**config.mk**
```make
export PLATFORM = sky130hd
export DESIGN_NAME = mem_lsu
export DESIGN_NICKNAME = d
export VERILOG_FILES = /design/src/rtl/mem_lsu.sv
export SDC_FILE = /design/constraint.sdc
export NUM_CORES = 1
export LEC_CHECK = 0
export CORE_ASPECT_RATIO = 1.4
export CORE_MARGIN = 1.5
export CORE_UTILIZATION = 45
export CTS_CLUSTER_DIAMETER = 50
export DETAILED_ROUTE_END_ITERATION = 10
export DONT_BUFFER_PORTS = 1
export PLACE_DENSITY = 0.63
export RECOVER_POWER = 100
export SLEW_MARGIN = 20
export SYNTH_ARGS = -nofsm -noshare
export SYNTH_HDL_FRONTEND = slang
export SYNTH_SLANG_ARGS = --single-unit
```
**constraint.sdc**
```tcl
create_clock -name clk -period 4.5 [get_ports clk]
set_input_delay 0.9 -clock clk [delete_from_list [all_inputs] [get_ports clk]]
set_output_delay 0.9 -clock clk [all_outputs]
set_load 0.02 [all_outputs]
```
**src/rtl/mem_lsu.sv**
```systemverilog
// mem_lsu -- MEM-stage load/store unit.
//
// Takes the EX-stage result and operands and produces the MEM/WB register contents.
// Loads and stores (B/H/W, BU/HU) go to an 8-bit single-port RAM one byte per
// cycle, little-endian. Byte addresses wrap modulo 2^ADDR_W. The upstream
// pipeline is held with stall_req while an access is in flight. Non-memory ops
// pass through in one cycle with no stall.
//
// Build option: define MEM_LSU_MISALIGN_TRAP_EN to trap misaligned H/HU/W
// accesses. A trapped access gets a one-cycle misalign pulse, has no RAM access
// and no writeback. When the macro is undefined, misaligned accesses run bytewise
// and misalign stays 0.
//
// Ports:
//   clk, rst                 rising-edge clock, asynchronous active-low reset
//   req_valid/load/store     EX op valid, op is a load, op is a store
//                            (load and store together = no-op)
//   req_funct3               000 B, 001 H, 010 W, 100 BU, 101 HU
//   req_result               effective address (mem ops) or writeback data
//   req_wdata                store data (rs2)
//   req_wd, req_wreg         destination register and its write enable
//   stall_req                hold EX and earlier stages
//   ram_a/ram_dout/ram_wr    RAM address, write data, write strobe
//   ram_din                  RAM read data, valid one cycle after ram_a
//   wb_wd/wb_wdata/wb_wreg   MEM/WB register outputs
//   misalign                 one-cycle pulse on a trapped misaligned access
module mem_lsu #(
    parameter int ADDR_W = 17
) (
    input  logic              clk,
    input  logic              rst,
    input  logic              req_valid,
    input  logic              req_load,
    input  logic              req_store,
    input  logic [2:0]        req_funct3,
    input  logic [31:0]       req_result,
    input  logic [31:0]       req_wdata,
    input  logic [4:0]        req_wd,
    input  logic              req_wreg,
    output logic              stall_req,
    output logic [ADDR_W-1:0] ram_a,
    output logic [7:0]        ram_dout,
    output logic              ram_wr,
    input  logic [7:0]        ram_din,
    output logic [4:0]        wb_wd,
    output logic [31:0]       wb_wdata,
    output logic              wb_wreg,
    output logic              misalign
);

    typedef enum logic [1:0] {
        ST_IDLE  = 2'd0,
        ST_LOAD  = 2'd1,
        ST_STORE = 2'd2
    } state_t;

    // Bytes moved by an access; 0 marks an illegal funct3.
    function automatic logic [2:0] op_bytes(input logic [2:0] f3);
        case (f3)
            3'b000, 3'b100: op_bytes = 3'd1;
            3'b001, 3'b101: op_bytes = 3'd2;
            3'b010:         op_bytes = 3'd4;
            default:        op_bytes = 3'd0;
        endcase
    endfunction

    function automatic logic [31:0] load_extend(input logic [2:0] f3, input logic [31:0] d);
        case (f3)
            3'b000:  load_extend = {{24{d[7]}}, d[7:0]};
            3'b001:  load_extend = {{16{d[15]}}, d[15:0]};
            3'b100:  load_extend = {24'h000000, d[7:0]};
            3'b101:  load_extend = {16'h0000, d[15:0]};
            default: load_extend = d;
        endcase
    endfunction

    function automatic logic [7:0] byte_of(input logic [31:0] d, input logic [1:0] idx);
        byte_of = d[{idx, 3'b000} +: 8];
    endfunction

    state_t            state_r;
    state_t            state_next_s;
    logic [2:0]        cnt_r;
    logic [ADDR_W-1:0] addr_r;
    logic [31:0]       wdata_r;
    logic [2:0]        funct3_r;
    logic [4:0]        wd_r;
    logic              wreg_r;
    logic [31:0]       ldata_r;

    logic              is_mem_s;
    logic [2:0]        req_bytes_s;
    logic              misalign_s;
    logic              start_s;
    logic [2:0]        n_r_s;
    logic [2:0]        cnt_inc_s;
    logic              store_last_s;
    logic              load_last_s;
    logic [1:0]        ld_idx_s;
    logic [31:0]       load_word_s;

    assign is_mem_s     = req_valid && (req_load != req_store);
    assign req_bytes_s  = op_bytes(req_funct3);
    assign n_r_s        = op_bytes(funct3_r);
    assign cnt_inc_s    = cnt_r + 3'd1;
    assign store_last_s = (cnt_r == (n_r_s - 3'd1));
    assign load_last_s  = (cnt_r == n_r_s);
    // In LOAD, the byte landing on ram_din belongs to the address issued one cycle earlier.
    assign ld_idx_s     = 2'(cnt_r - 3'd1);

`ifdef MEM_LSU_MISALIGN_TRAP_EN
    assign misalign_s = is_mem_s &&
                        (((req_bytes_s == 3'd2) && req_result[0]) ||
                         ((req_bytes_s == 3'd4) && (req_result[1:0] != 2'b00)));
`else
    assign misalign_s = 1'b0;
`endif

    // An access starts only for a legal, non-trapped memory op seen in IDLE.
    assign start_s = (state_r == ST_IDLE) && is_mem_s && (req_bytes_s != 3'd0) && !misalign_s;

    // Load assembly: merge the byte arriving on ram_din into the partial word.
    always_comb begin
        load_word_s = ldata_r;
        if ((state_r == ST_LOAD) && (cnt_r != 3'd0)) begin
            load_word_s[{ld_idx_s, 3'b000} +: 8] = ram_din;
        end else begin
            load_word_s = ldata_r;
        end
    end

    // FSM state register.
    always_ff @(posedge clk or negedge rst) begin
        if (!rst) begin
            state_r <= ST_IDLE;
        end else begin
            state_r <= state_next_s;
        end
    end

    // FSM next-state logic.
    always_comb begin
        state_next_s = state_r;
        case (state_r)
            ST_IDLE: begin
                if (start_s) begin
                    if (req_load) begin
                        state_next_s = ST_LOAD;
                    end else begin
                        state_next_s = ST_STORE;
                    end
                end else begin
                    state_next_s = ST_IDLE;
                end
            end
            ST_LOAD: begin
                if (load_last_s) begin
                    state_next_s = ST_IDLE;
                end else begin
                    state_next_s = ST_LOAD;
                end
            end
            ST_STORE: begin
                if (store_last_s) begin
                    state_next_s = ST_IDLE;
                end else begin
                    state_next_s = ST_STORE;
                end
            end
            default: state_next_s = ST_IDLE;
        endcase
    end

    // FSM outputs; forced low while reset is asserted so they drop immediately.
    always_comb begin
        stall_req = 1'b0;
        misalign  = 1'b0;
        if (!rst) begin
            stall_req = 1'b0;
            misalign  = 1'b0;
        end else begin
            case (state_r)
                ST_IDLE: begin
                    stall_req = start_s;
                    misalign  = misalign_s;
                end
                ST_LOAD:  stall_req = !load_last_s;
                ST_STORE: stall_req = !store_last_s;
                default:  stall_req = 1'b0;
            endcase
        end
    end

    // Datapath: operand latch, RAM port sequencing, load assembly and MEM/WB register.
    always_ff @(posedge clk or negedge rst) begin
        if (!rst) begin
            cnt_r    <= 3'd0;
            addr_r   <= '0;
            wdata_r  <= 32'h0000_0000;
            funct3_r <= 3'b000;
            wd_r     <= 5'd0;
            wreg_r   <= 1'b0;
            ldata_r  <= 32'h0000_0000;
            ram_a    <= '0;
            ram_dout <= 8'h00;
            ram_wr   <= 1'b0;
            wb_wd    <= 5'd0;
            wb_wdata <= 32'h0000_0000;
            wb_wreg  <= 1'b0;
        end else begin
            case (state_r)
                ST_IDLE: begin
                    ram_wr <= start_s && req_store;
                    if (!req_valid) begin
                        wb_wreg <= 1'b0;
                    end else if (!is_mem_s) begin
                        wb_wd    <= req_wd;
                        wb_wdata <= req_result;
                        wb_wreg  <= req_wreg;
                    end else begin
                        // Memory ops never write back at C0; trapped/illegal ones end here.
                        wb_wreg <= 1'b0;
                        if (start_s) begin
                            addr_r   <= req_result[ADDR_W-1:0];
                            wdata_r  <= req_wdata;
                            funct3_r <= req_funct3;
                            wd_r     <= req_wd;
                            wreg_r   <= req_wreg;
                            cnt_r    <= 3'd0;
                            ldata_r  <= 32'h0000_0000;
                            ram_a    <= req_result[ADDR_W-1:0];
                            ram_dout <= req_wdata[7:0];
                        end
                    end
                end
                ST_STORE: begin
                    if (store_last_s) begin
                        ram_wr  <= 1'b0;
                        wb_wreg <= 1'b0;
                    end else begin
                        cnt_r    <= cnt_inc_s;
                        ram_a    <= addr_r + ADDR_W'(cnt_inc_s);
                        ram_dout <= byte_of(wdata_r, cnt_inc_s[1:0]);
                    end
                end
                ST_LOAD: begin
                    ldata_r <= load_word_s;
                    if (load_last_s) begin
                        wb_wd    <= wd_r;
                        wb_wdata <= load_extend(funct3_r, load_word_s);
                        wb_wreg  <= wreg_r;
                    end else begin
                        cnt_r <= cnt_inc_s;
                        // Address stops advancing after the last byte has been issued.
                        if (cnt_inc_s < n_r_s) begin
                            ram_a <= addr_r + ADDR_W'(cnt_inc_s);
                        end
                    end
                end
                default: begin
                    ram_wr  <= 1'b0;
                    wb_wreg <= 1'b0;
                end
            endcase
        end
    end

endmodule

```
# Word-level counts from Yosys, hierarchy flattened
# Cells that the tools add are included.
dict set report totals {
  register_bits 159
  elab_cells 121
}
dict set report op_classes {
  n_addsub 5
  n_lt_le_gt_ge 1
  n_eq_ne 22
  shift 3
  n_mux 48
  bitwise_logic 1
  n_reduce_logical 27
}
# operator count
set ops {}
lappend ops {{2-to-1 mux 32 bit} 7}
lappend ops {{one-hot mux 32 bit (2 select lines)} 2}
lappend ops {{one-hot mux 32 bit (4 select lines)} 1}
lappend ops {{2-to-1 mux 17 bit} 6}
lappend ops {{one-hot mux 17 bit (3 select lines)} 1}
lappend ops {{bitwise mux 32 bit} 1}
lappend ops {{2-to-1 mux 8 bit} 4}
lappend ops {{variable shift 8 x 7 -> 32 bit (first input constant)} 1}
lappend ops {{indexed part select 32 x 6 -> 8 bit} 1}
lappend ops {{indexed part select 8 x 7 -> 32 bit} 1}
lappend ops {{one-hot mux 3 bit (3 select lines)} 3}
lappend ops {{adder 17 x 3 -> 17 bit} 1}
lappend ops {{inequality test 2 bit (second input constant)} 8}
lappend ops {{one-hot mux 8 bit (2 select lines)} 1}
lappend ops {{2-to-1 mux 3 bit} 5}
lappend ops {{2-to-1 mux 5 bit} 3}
lappend ops {{equality test 3 bit (second input constant)} 4}
lappend ops {{AND reduction 4 bit} 3}
lappend ops {{one-hot mux 5 bit (2 select lines)} 1}
lappend ops {{one-hot mux 1 bit (3 select lines)} 3}
lappend ops {{nonzero test 3 bit} 3}
lappend ops {{OR reduction 2 bit} 4}
lappend ops {{negator 5 -> 7 bit} 1}
lappend ops {{AND reduction 7 bit} 1}
lappend ops {{23 further kinds} 41}

# Logic depth before layout (Yosys ltp)
# Gate-level depths: netlist (run 1).
dict set report depth {
  ltp_word 9
  depth_mapped 13
}

# Worst setup path before layout (run 1)
# No wires, ideal clock.
dict set report synth_path {
  path_kind {reg-to-reg}
  startpoint {reg cnt_r[0]}
  endpoint {reg ram_a[16]}
  setup_time_ns 0.125
  t_arrival_ns 3.851
  t_required_ns 4.375
  slack_ns 0.524
  path_stages_with_launch 14
  path_buffers 4
  period_less_slack_ns 3.976
  cell_sequence {dfrtp_1 > clkbuf_1 > buf_2 > inv_1 > ha_1 > clkbuf_1 > buf_1 > inv_1 > fa_1 > nor2b_1 > o21ai_0 > o211a_1 > or4_1 > mux2_2}
}
dict set report synth_via {
  elab_chain_cells 5
  word_cells_on_any_way 13
  classes_between {add/sub (2); order compare (1); eq/ne (5); mux (4); reduce/logical (1)}
}
# item line_no
set synth_rtl {}
lappend synth_rtl {{start: declaration} 83} ;# logic [2:0] cnt_r;
lappend synth_rtl {{start signal: assignment} 241} ;# cnt_r <= cnt_inc_s;
lappend synth_rtl {{start signal: assignment} 253} ;# cnt_r <= cnt_inc_s;
lappend synth_rtl {{adder 3 x 1 -> 3 bit} 105} ;# assign cnt_inc_s = cnt_r + 3'd1;
lappend synth_rtl {{adder 17 x 3 -> 17 bit} {242, 256}}
lappend synth_rtl {{2-to-1 mux 17 bit} 255} ;# if (cnt_inc_s < n_r_s) begin
lappend synth_rtl {{2-to-1 mux 17 bit} 248} ;# if (load_last_s) begin
lappend synth_rtl {{one-hot mux 17 bit (3 select lines)} 211} ;# case (state_r)
lappend synth_rtl {{end signal: assignment} 231} ;# ram_a <= req_result[ADDR_W-1:0];
lappend synth_rtl {{end signal: assignment} 242} ;# ram_a <= addr_r + ADDR_W'(cnt_inc_s);
lappend synth_rtl {{end signal: assignment} 256} ;# ram_a <= addr_r + ADDR_W'(cnt_inc_s);
lappend synth_rtl {{end: declaration} 41} ;# output logic [ADDR_W-1:0] ram_a,
# Several ways; a longest one is shown, not always the timed one. The select of a mux whose other input is x is not followed.
# A chain may end at the register's enable or synchronous reset.

# Worst setup path in the final report (run 1)
dict set report layout_path {
  startpoint {reg state_r[1]}
  endpoint {reg ldata_r[10]}
}
dict set report layout_via {
  elab_chain_cells 5
  word_cells_on_any_way 12
  classes_between {eq/ne (4); mux (2); reduce/logical (6)}
}
# item line_no
set layout_rtl {}
lappend layout_rtl {{start: declaration} 81} ;# state_t state_r;
lappend layout_rtl {{start signal: assignment} 137} ;# state_r <= state_next_s;
lappend layout_rtl {{zero test 2 bit} {120, 211}}
lappend layout_rtl {{logical AND 1 bit (2 in series)} 120} ;# assign start_s = (state_r == ST_IDLE) && is_mem_s && (req_bytes_s != 3'd0) && !misalign_s;
lappend layout_rtl {{inequality test 2 bit (no line)} n/a}
lappend layout_rtl {{AND reduction 4 bit (no line)} n/a}
lappend layout_rtl {{end signal: assignment} 247} ;# ldata_r <= load_word_s;
lappend layout_rtl {{end: declaration} 89} ;# logic [31:0] ldata_r;
# Several ways; a longest one is shown, not always the timed one.

==> impl_summary.log, run 1 <==
INFO  metric final_weighted_congestion_of_routability_driven_global_placement = 0.903
INFO  metric synth.top_cell.area_share = 47.5%
INFO  metric cell_internal_pwr = 3.86 mW
INFO  metric vdd_drop_max = 0.336 mV
INFO  metric power_density_normalized_to_cell_area = 740 nW/um^2
INFO  metric count_of_final_max_slew_check_failures = 17
INFO  metric crit_path_top_delay_cell = nor3_1
INFO  metric worst_pin_slew = 1.98 ns
INFO  metric clkSinkCount = 159
INFO  metric dr_total_vias = 6173
INFO  metric fin_nets = 870
INFO  metric antenna_found_initial = 0
INFO  metric ys_seq_elements = 159
INFO  metric tritoncts = yes
INFO  metric sequentialPowerShare = 43.0%
INFO  metric area_of_the_core = 18100 um^2
INFO  metric synth.yosys.seq_area_share = 47.5%
INFO  metric power.leakage = 3.76 nW
INFO  metric synth_area = 8380 um^2
INFO  metric fin_crit_sh = 89.8%
INFO  metric postCtsSetupRepairBufs = 0
INFO  metric dieWidth = 118 um
INFO  metric synth-edff-count = 0
INFO  metric reg2reg_setup_slack = 0.46 ns
INFO  metric timing.setup.tns = 0 ns
INFO  metric signed_area_change_from_the_synthesized_netlist_to_the_final_layout = 7.75%
INFO  metric postSynthAreaPerCell = 10.7 um^2
INFO  metric required = 4.81 ns
INFO  metric layout_cell_share_with_drive_strength_beyond_1 = 14.9%
INFO  metric synth_ff_type = dfrtp_1
INFO  metric placed_cells = 987
INFO  metric power.combinational.fraction = 36.8%
INFO  metric maxCapViolations = 1
INFO  metric worstPathCellList = inv_1 > ha_1 > clkbuf_2 > clkbuf_2 > inv_1 > nor3_1 > o21ai_0 > a22o_1
INFO  metric wire_length_of_the_first_global_routing_pass = 34400 um
INFO  metric cts-htree-levels = 4
INFO  metric buffer_ports.inserted = 0
INFO  metric fin_skew = 0.00615 ns
INFO  metric detail_route.first_pass.iterations = 6
INFO  metric hold_class = in -> async
INFO  metric postLayoutSetupSlackWorst = 0.458 ns
INFO  metric rsz0062_at_grt = false
INFO  metric setup.worst_path.start = state_r[1]
INFO  metric power.clock.fraction = 20.2%
INFO  metric yosys-top-cells-area = dfrtp_1, mux2_2, nand2_1, nor2_1, ha_1
INFO  metric cts-root-to-sink-buffers = 2
INFO  metric route.detailed.drc = 0
INFO  metric yosysUniqueCellTypes = 66
INFO  metric timing_hold_violations_final = 0
INFO  metric cts_buffers = 17
INFO  metric path_clk_slew = 0.07 ns
INFO  metric regToRegEndpoint = ldata_r[10]
INFO  metric first_global_vias = 6188
INFO  metric clk_latency = 0.43 ns
INFO  metric worstReg2RegStart = state_r[1]
INFO  metric cts_hold_buf = 0
INFO  metric layout_min_cycle_time = 4.04 ns
INFO  metric yosysWarnings = 0
INFO  metric cp_data_arrival_time = 4.36 ns
INFO  metric grt_remaining_overflow = 0
INFO  metric global_route.usage.total = 22.8%
INFO  metric cts_root_buf = clkbuf_16
INFO  metric criticalPathCategory = reg -> reg
INFO  metric avgViaCountPerCell = 6.06
INFO  metric initial_utilization = 46.4%
INFO  metric chipHeight = 164 um
INFO  metric antenna_cells_inserted = 0
INFO  metric worst-r2r-cell-count = 8
INFO  metric wl_per_cell = 21.5 um
INFO  metric area_enclosed_by_the_die_boundary = 19500 um^2
INFO  metric detailed_place_hpwl = 15600 um
INFO  metric fp-row-count = 58
INFO  metric critical-path-max-stage-delay = 1.03 ns
INFO  metric netlist_instances = 784
INFO  metric max-slew-margin-rel = -32.9%
INFO  metric dr.first_iter.drc_count = 334
INFO  metric post-place-ws = 1.03 ns
INFO  metric status = finished with violations
INFO  metric totalWireLength = 21900 um
INFO  metric power.share.switching = 42.2%
INFO  metric netlist_top_cells_count = dfrtp_1, nand2_1, mux2_2, nor2_1, a21oi_1
INFO  metric yosys.cell_count.top_type = dfrtp_1
INFO  metric synthDominantAreaCellType = dfrtp_1
INFO  metric i_o_pin_total = 152
INFO  metric start_kind = flip-flop
INFO  metric path_max_fanout = 22
INFO  metric layout.cells.non_filler = 1018
INFO  metric cts.repair.resized = 0
INFO  metric mappedNetlistNets = 888
INFO  metric drt.antenna.violating_nets = 0
INFO  metric maximum_number_of_pins_on_one_net_before_global_route_repair = 161
INFO  metric max_clock_freq = 247 MHz
INFO  metric finalSetupViolations = 0
INFO  metric async_reset_ff_share = 100%
INFO  metric failing_checks = max-capacitance violations, max-slew violations
INFO  metric timing.critical_path.to_type = flip-flop
INFO  metric power.switching = 2.82 mW
worst max-delay path, delay by kind of cell (launching register included):
kind | cells | cell delay (ns)
AOI/OAI and AO/OA | 2 | 1.08
DFF | 1 | 0.40
buffers and inverters | 4 | 1.28
and+or+nand+nor | 1 | 1.03
adders and majority gates | 1 | 0.13
per-layer routing:
layer	track usage [%]	routed length (um)
met1	25.5	8440
met2	40.3	11200
met3	6.56	1420
met4	10.4	787
met5	0	0
cell usage in the layout, fill, tap and decap left out, types with 5 or more instances in the layout:
cell       Yosys  routed
a221oi_1       7       7
a2bb2oi_1     10      10
nor2_1        61      61
a21oi_1       29      29
clkbuf_16      0      17
a21o_1         8       8
nand3_1       19      18
buf_4          3       6
a211oi_1       9      10
dfrtp_1      159     159
a22o_1        23      23
o31ai_1        5       5
and3_1         6       6
inv_1         19      19
nor3_1         5       7
ha_1          17      17
o2bb2ai_1      6       6
mux2_2        61      57
nor2b_1       18      18
a22oi_1       15      15
a41oi_1        6       6
mux2_1         4      16
nand2b_1      10      10
or4_1          6       6
mux2i_1       18      18
inv_6          0       5
mux4_2         8       8
xnor2_1        5       5
xor2_1        10      10
nand2_1       82      82
nor3b_1        5       5
a31oi_1       18      18
o21ai_0       24      28
logic make-up after synthesis:
logic type                 synth area share (%)
xor gates and xnor gates                   1.57
DFF                                        47.5
buffers and inverters                      3.61
adders and majority gates                  2.78
muxes                                      14.7
AOI/OAI and AO/OA                          16.2
other                                    0.0448
and+or+nand+nor                            13.6
registers in the layout, summed over array words and instances (netlist names):
name / cells
ram_a: 17
wd_r: 5
state_r: 2
funct3_r: 3
addr_r: 17
wb_wd: 5
ram_dout: 8
wdata_r: 32
wb_wdata: 32
cnt_r: 3
wreg_r: 1
wb_wreg: 1
ram_wr: 1
ldata_r: 32
how the worst max path moves through the flow:
stage	endpoint	cells after the start	slack, ns
after floorplan	ram_a[16]	13	0.52
after global placement	ram_a[8]	5	1.03
after detailed placement	ram_a[3]	9	1.03
after CTS	stall_req	8	0.65
after global routing	ldata_r[10]	8	0.29
final	ldata_r[10]	8	0.46
per-stage QoR:
step           utilization, %  total power, mW  hold slack, ns  cell area [um^2]
3_5_place_dp             47.4             5.47           0.476              8560
6_report                 50.0             6.68           0.165              9030
2_1_floorplan               -             4.83           0.450              8380
3_3_place_gp             47.3             5.34           0.467              8550
4_1_cts                  50.4             6.83           0.149              9110
5_1_grt                  50.0             7.11           0.145              9030
cell type report:
type                    instances  area (um^2)
flip-flops and latches        159         3980
well taps                     240          300
fillers                      1608         9040
multi-input cells             557         4060
clock inverters                12          103
repair buffers                 12         71.3
inverters                      19         71.3
clock buffers                  19          443
power by group through the flow:
stage          Combinational (mW)  Clock, mW  Sequential (mW)
2_1_floorplan                2.13          0             2.70
3_5_place_dp                 2.57          0             2.90
4_1_cts                      2.57       1.38             2.88
6_report                     2.46       1.35             2.87
5_1_grt                      2.72       1.43             2.95
3_3_place_gp                 2.47          0             2.87
Power figures use the tool's default switching activity.
==> inputs of run 2 (changes only) <==
==> constraint.sdc (replaced) <==
create_clock -name clk -period 4 [get_ports clk]
set_input_delay 0.8 -clock clk [delete_from_list [all_inputs] [get_ports clk]]
set_output_delay 0.8 -clock clk [all_outputs]
set_load 0.02 [all_outputs]
==> impl_summary.log, run 2 (same netlist as run 1, synthesis figures left out) <==
INFO  metric path_clk_slew = 0.07 ns (about the same)
INFO  metric power.clock.fraction = 21.2% (+1.0 points)
INFO  metric cts_root_buf = clkbuf_16
INFO  metric layout_cell_share_with_drive_strength_beyond_1 = 15.6% (+0.71 points)
INFO  metric buffer_ports.inserted = 0 (unchanged)
INFO  metric maxCapViolations = 1 (unchanged)
INFO  metric criticalPathCategory = reg -> out
INFO  metric dieWidth = 118 um (unchanged)
INFO  metric count_of_final_max_slew_check_failures = 17 (unchanged)
INFO  metric dr.first_iter.drc_count = 338 (+1.2%)
INFO  metric nFillCells = 1621 (+0.81%)
INFO  metric cts-htree-levels = 4 (unchanged)
INFO  metric fin_crit_sh = 93.2%
INFO  metric finish.utilization = 50.2% (+0.24 points)
INFO  metric max_clock_freq = 268 MHz
INFO  metric power_density_normalized_to_cell_area = 838 nW/um^2 (+13%)
INFO  metric sequentialPowerShare = 42.3% (-0.7 points)
INFO  metric dr_total_vias = 6160 (-0.21%)
INFO  metric regToRegEndpoint = ram_dout[0]
INFO  metric totalWireLength = 21900 um (about the same)
INFO  metric rsz0062_at_grt = false
INFO  metric layout_min_cycle_time = 3.73 ns
INFO  metric highest_count_cells_in_the_layout_ignoring_fill_and_taps = dfrtp_1, nand2_1, nor2_1, mux2_2, a21oi_1
INFO  metric postCtsSetupRepairBufs = 0 (unchanged)
INFO  metric failing_checks = max-capacitance violations, max-slew violations
INFO  metric cell_internal_pwr = 4.36 mW (+13%)
INFO  metric worst_pin_slew = 1.94 ns (-0.0414 ns)
INFO  metric fp-row-count = 58 (unchanged)
INFO  metric multiInputGateArea = 4040 um^2 (-0.46%)
INFO  metric timing.setup.tns = 0 ns (unchanged)
INFO  metric cts_hold_buf = 0 (unchanged)
INFO  metric wire_length_of_the_first_global_routing_pass = 34900 um (+1.5%)
INFO  metric totalPowerFinal = 7.60 mW (+14%)
INFO  metric i_o_pin_total = 152 (unchanged)
INFO  metric max-slew-margin-rel = -30.1% (+2.8 points)
INFO  metric cts_buffers = 17 (unchanged)
INFO  metric signed_area_change_from_the_synthesized_netlist_to_the_final_layout = 8.27%
INFO  metric clk_latency = 0.44 ns (about the same)
INFO  metric initial_utilization = 46.4% (unchanged)
INFO  metric status = finished with violations
INFO  metric timing.critical_path.to_type = output port
INFO  metric first_global_vias = 6345 (+2.5%)
INFO  metric area_enclosed_by_the_die_boundary = 19500 um^2 (unchanged)
INFO  metric chipHeight = 164 um (unchanged)
INFO  metric reg2reg_setup_slack = 0.48 ns (+0.02 ns)
INFO  metric reg_top3 = ldata_r (32), wb_wdata (32), wdata_r (32)
INFO  metric finalSetupViolations = 0 (unchanged)
INFO  metric avgViaCountPerCell = 6.03 (-0.50%)
INFO  metric cts.repair.resized = 0 (unchanged)
INFO  metric detail_route.first_pass.iterations = 5 (-1)
INFO  metric fin_skew = 0.00927 ns (+0.00312 ns)
INFO  metric antenna_found_initial = 0 (unchanged)
INFO  metric timing_hold_violations_final = 0 (unchanged)
INFO  metric worstReg2RegStart = funct3_r[0]
INFO  metric antenna_cells_inserted = 0 (unchanged)
INFO  metric fin_nets = 872 (+0.23%)
INFO  metric power.combinational.fraction = 36.5% (-0.3 points)
INFO  metric area_taken_by_flip_flops_and_latches = 3980 um^2 (unchanged)
INFO  metric detailed_place_hpwl = 15800 um (+0.90%)
INFO  metric vdd_drop_max = 0.308 mV (-8.3%)
INFO  metric worst-r2r-cell-count = 7 (-1)
INFO  metric grt_remaining_overflow = 0 (unchanged)
INFO  metric drt.antenna.violating_nets = 0 (unchanged)
INFO  metric area_of_the_core = 18100 um^2 (unchanged)
INFO  metric power.switching = 3.24 mW (+15%)
INFO  metric cts-root-to-sink-buffers = 2 (unchanged)
INFO  metric maximum_number_of_pins_on_one_net_before_global_route_repair = 161 (unchanged)
INFO  metric global_route.usage.total = 23.1% (+0.29 points)
INFO  metric route.detailed.drc = 0 (unchanged)
INFO  metric mostFrequentLayoutCell = dfrtp_1
INFO  metric power.share.switching = 42.6% (+0.43 points)
INFO  metric cp_data_arrival_time = 2.93 ns (-1.43 ns)
INFO  metric power.leakage = 3.79 nW (+0.72%)
INFO  metric final_weighted_congestion_of_routability_driven_global_placement = 0.885 (-2.0%)
INFO  metric start_kind = flip-flop
INFO  metric clkSinkCount = 159 (unchanged)
INFO  metric wl_per_cell = 21.4 um (-0.39%)
INFO  metric setup.worst_path.start = funct3_r[0]
INFO  metric required = 3.20 ns (-1.61 ns)
INFO  metric hold_class = in -> async
INFO  metric path_max_fanout = 10 (-55%)
INFO  metric tritoncts = yes
run 2: cell count changes in the layout (fill, tap and decap cells not counted), sizes merged:
cell,change
clkinv,+4
clkinvlp,-3
buf,+2
clkbuf,-2
inv,+2
run 2: worst max-delay path by stage:
| stage | endpoint | cells past startpoint |
|---|---|---|
| after floorplan | ram_a[16] | 13 |
| after global placement | stall_req | 7 |
| after detailed placement | stall_req | 8 |
| after CTS | stall_req | 8 |
| after global routing | stall_req | 7 |
| final | stall_req | 7 |
run 2: cell type report:
type	instances	share of cell area, %
multi-input cells	557	44.5
flip-flops and latches	159	43.9
repair buffers	14	0.952
inverters	19	0.786
clock buffers	17	4.69
clock inverters	15	1.85
well taps	240	3.31
run 2: critical path, stage by stage (launching register included):
cell     delay [ns]
dfrtp_1        0.45
or2_2          0.43
inv_1          0.13
ha_1           0.26
or4b_1         0.60
and2_4         0.20
a21oi_1        0.19
a21oi_1        0.22
run 2: per-stage QoR:
step / cells / hold slack (ns) / worst slack, ns / area [um^2]
global route: 1021 / 0.0335 / 0.115 / 9070
finish: 1021 / 0.0527 / 0.273 / 9070
floorplan: 784 / 0.450 / 0.0238 / 8380
detailed placement: 989 / 0.485 / 0.705 / 8580
global placement: 989 / 0.469 / 0.832 / 8570
CTS: 1021 / 0.0357 / 0.237 / 9170
run 2: power by group through the flow:
stage / Clock, mW / Sequential [mW] / Combinational, mW
2_1_floorplan: 0 / 3.04 / 2.40
3_5_place_dp: 0 / 3.25 / 2.92
5_1_grt: 1.71 / 3.30 / 3.09
4_1_cts: 1.65 / 3.22 / 2.93
3_3_place_gp: 0 / 3.21 / 2.81
6_report: 1.61 / 3.22 / 2.78
run 2: routing by layer:
| layer | GRT usage, % | share of wire (%) | vias up | wire length, um |
|---|---|---|---|---|
| met1 | 26.7 | 39 | 3075 | 8490 |
| met3 | 5.39 | 5.8 | 49 | 1270 |
| met4 | 10.6 | 3.5 | 0 | 765 |
| li1 | - | - | 2823 | - |
| met5 | 0 | 0 | - | 0 |
| met2 | 40.7 | 52 | 213 | 11300 |
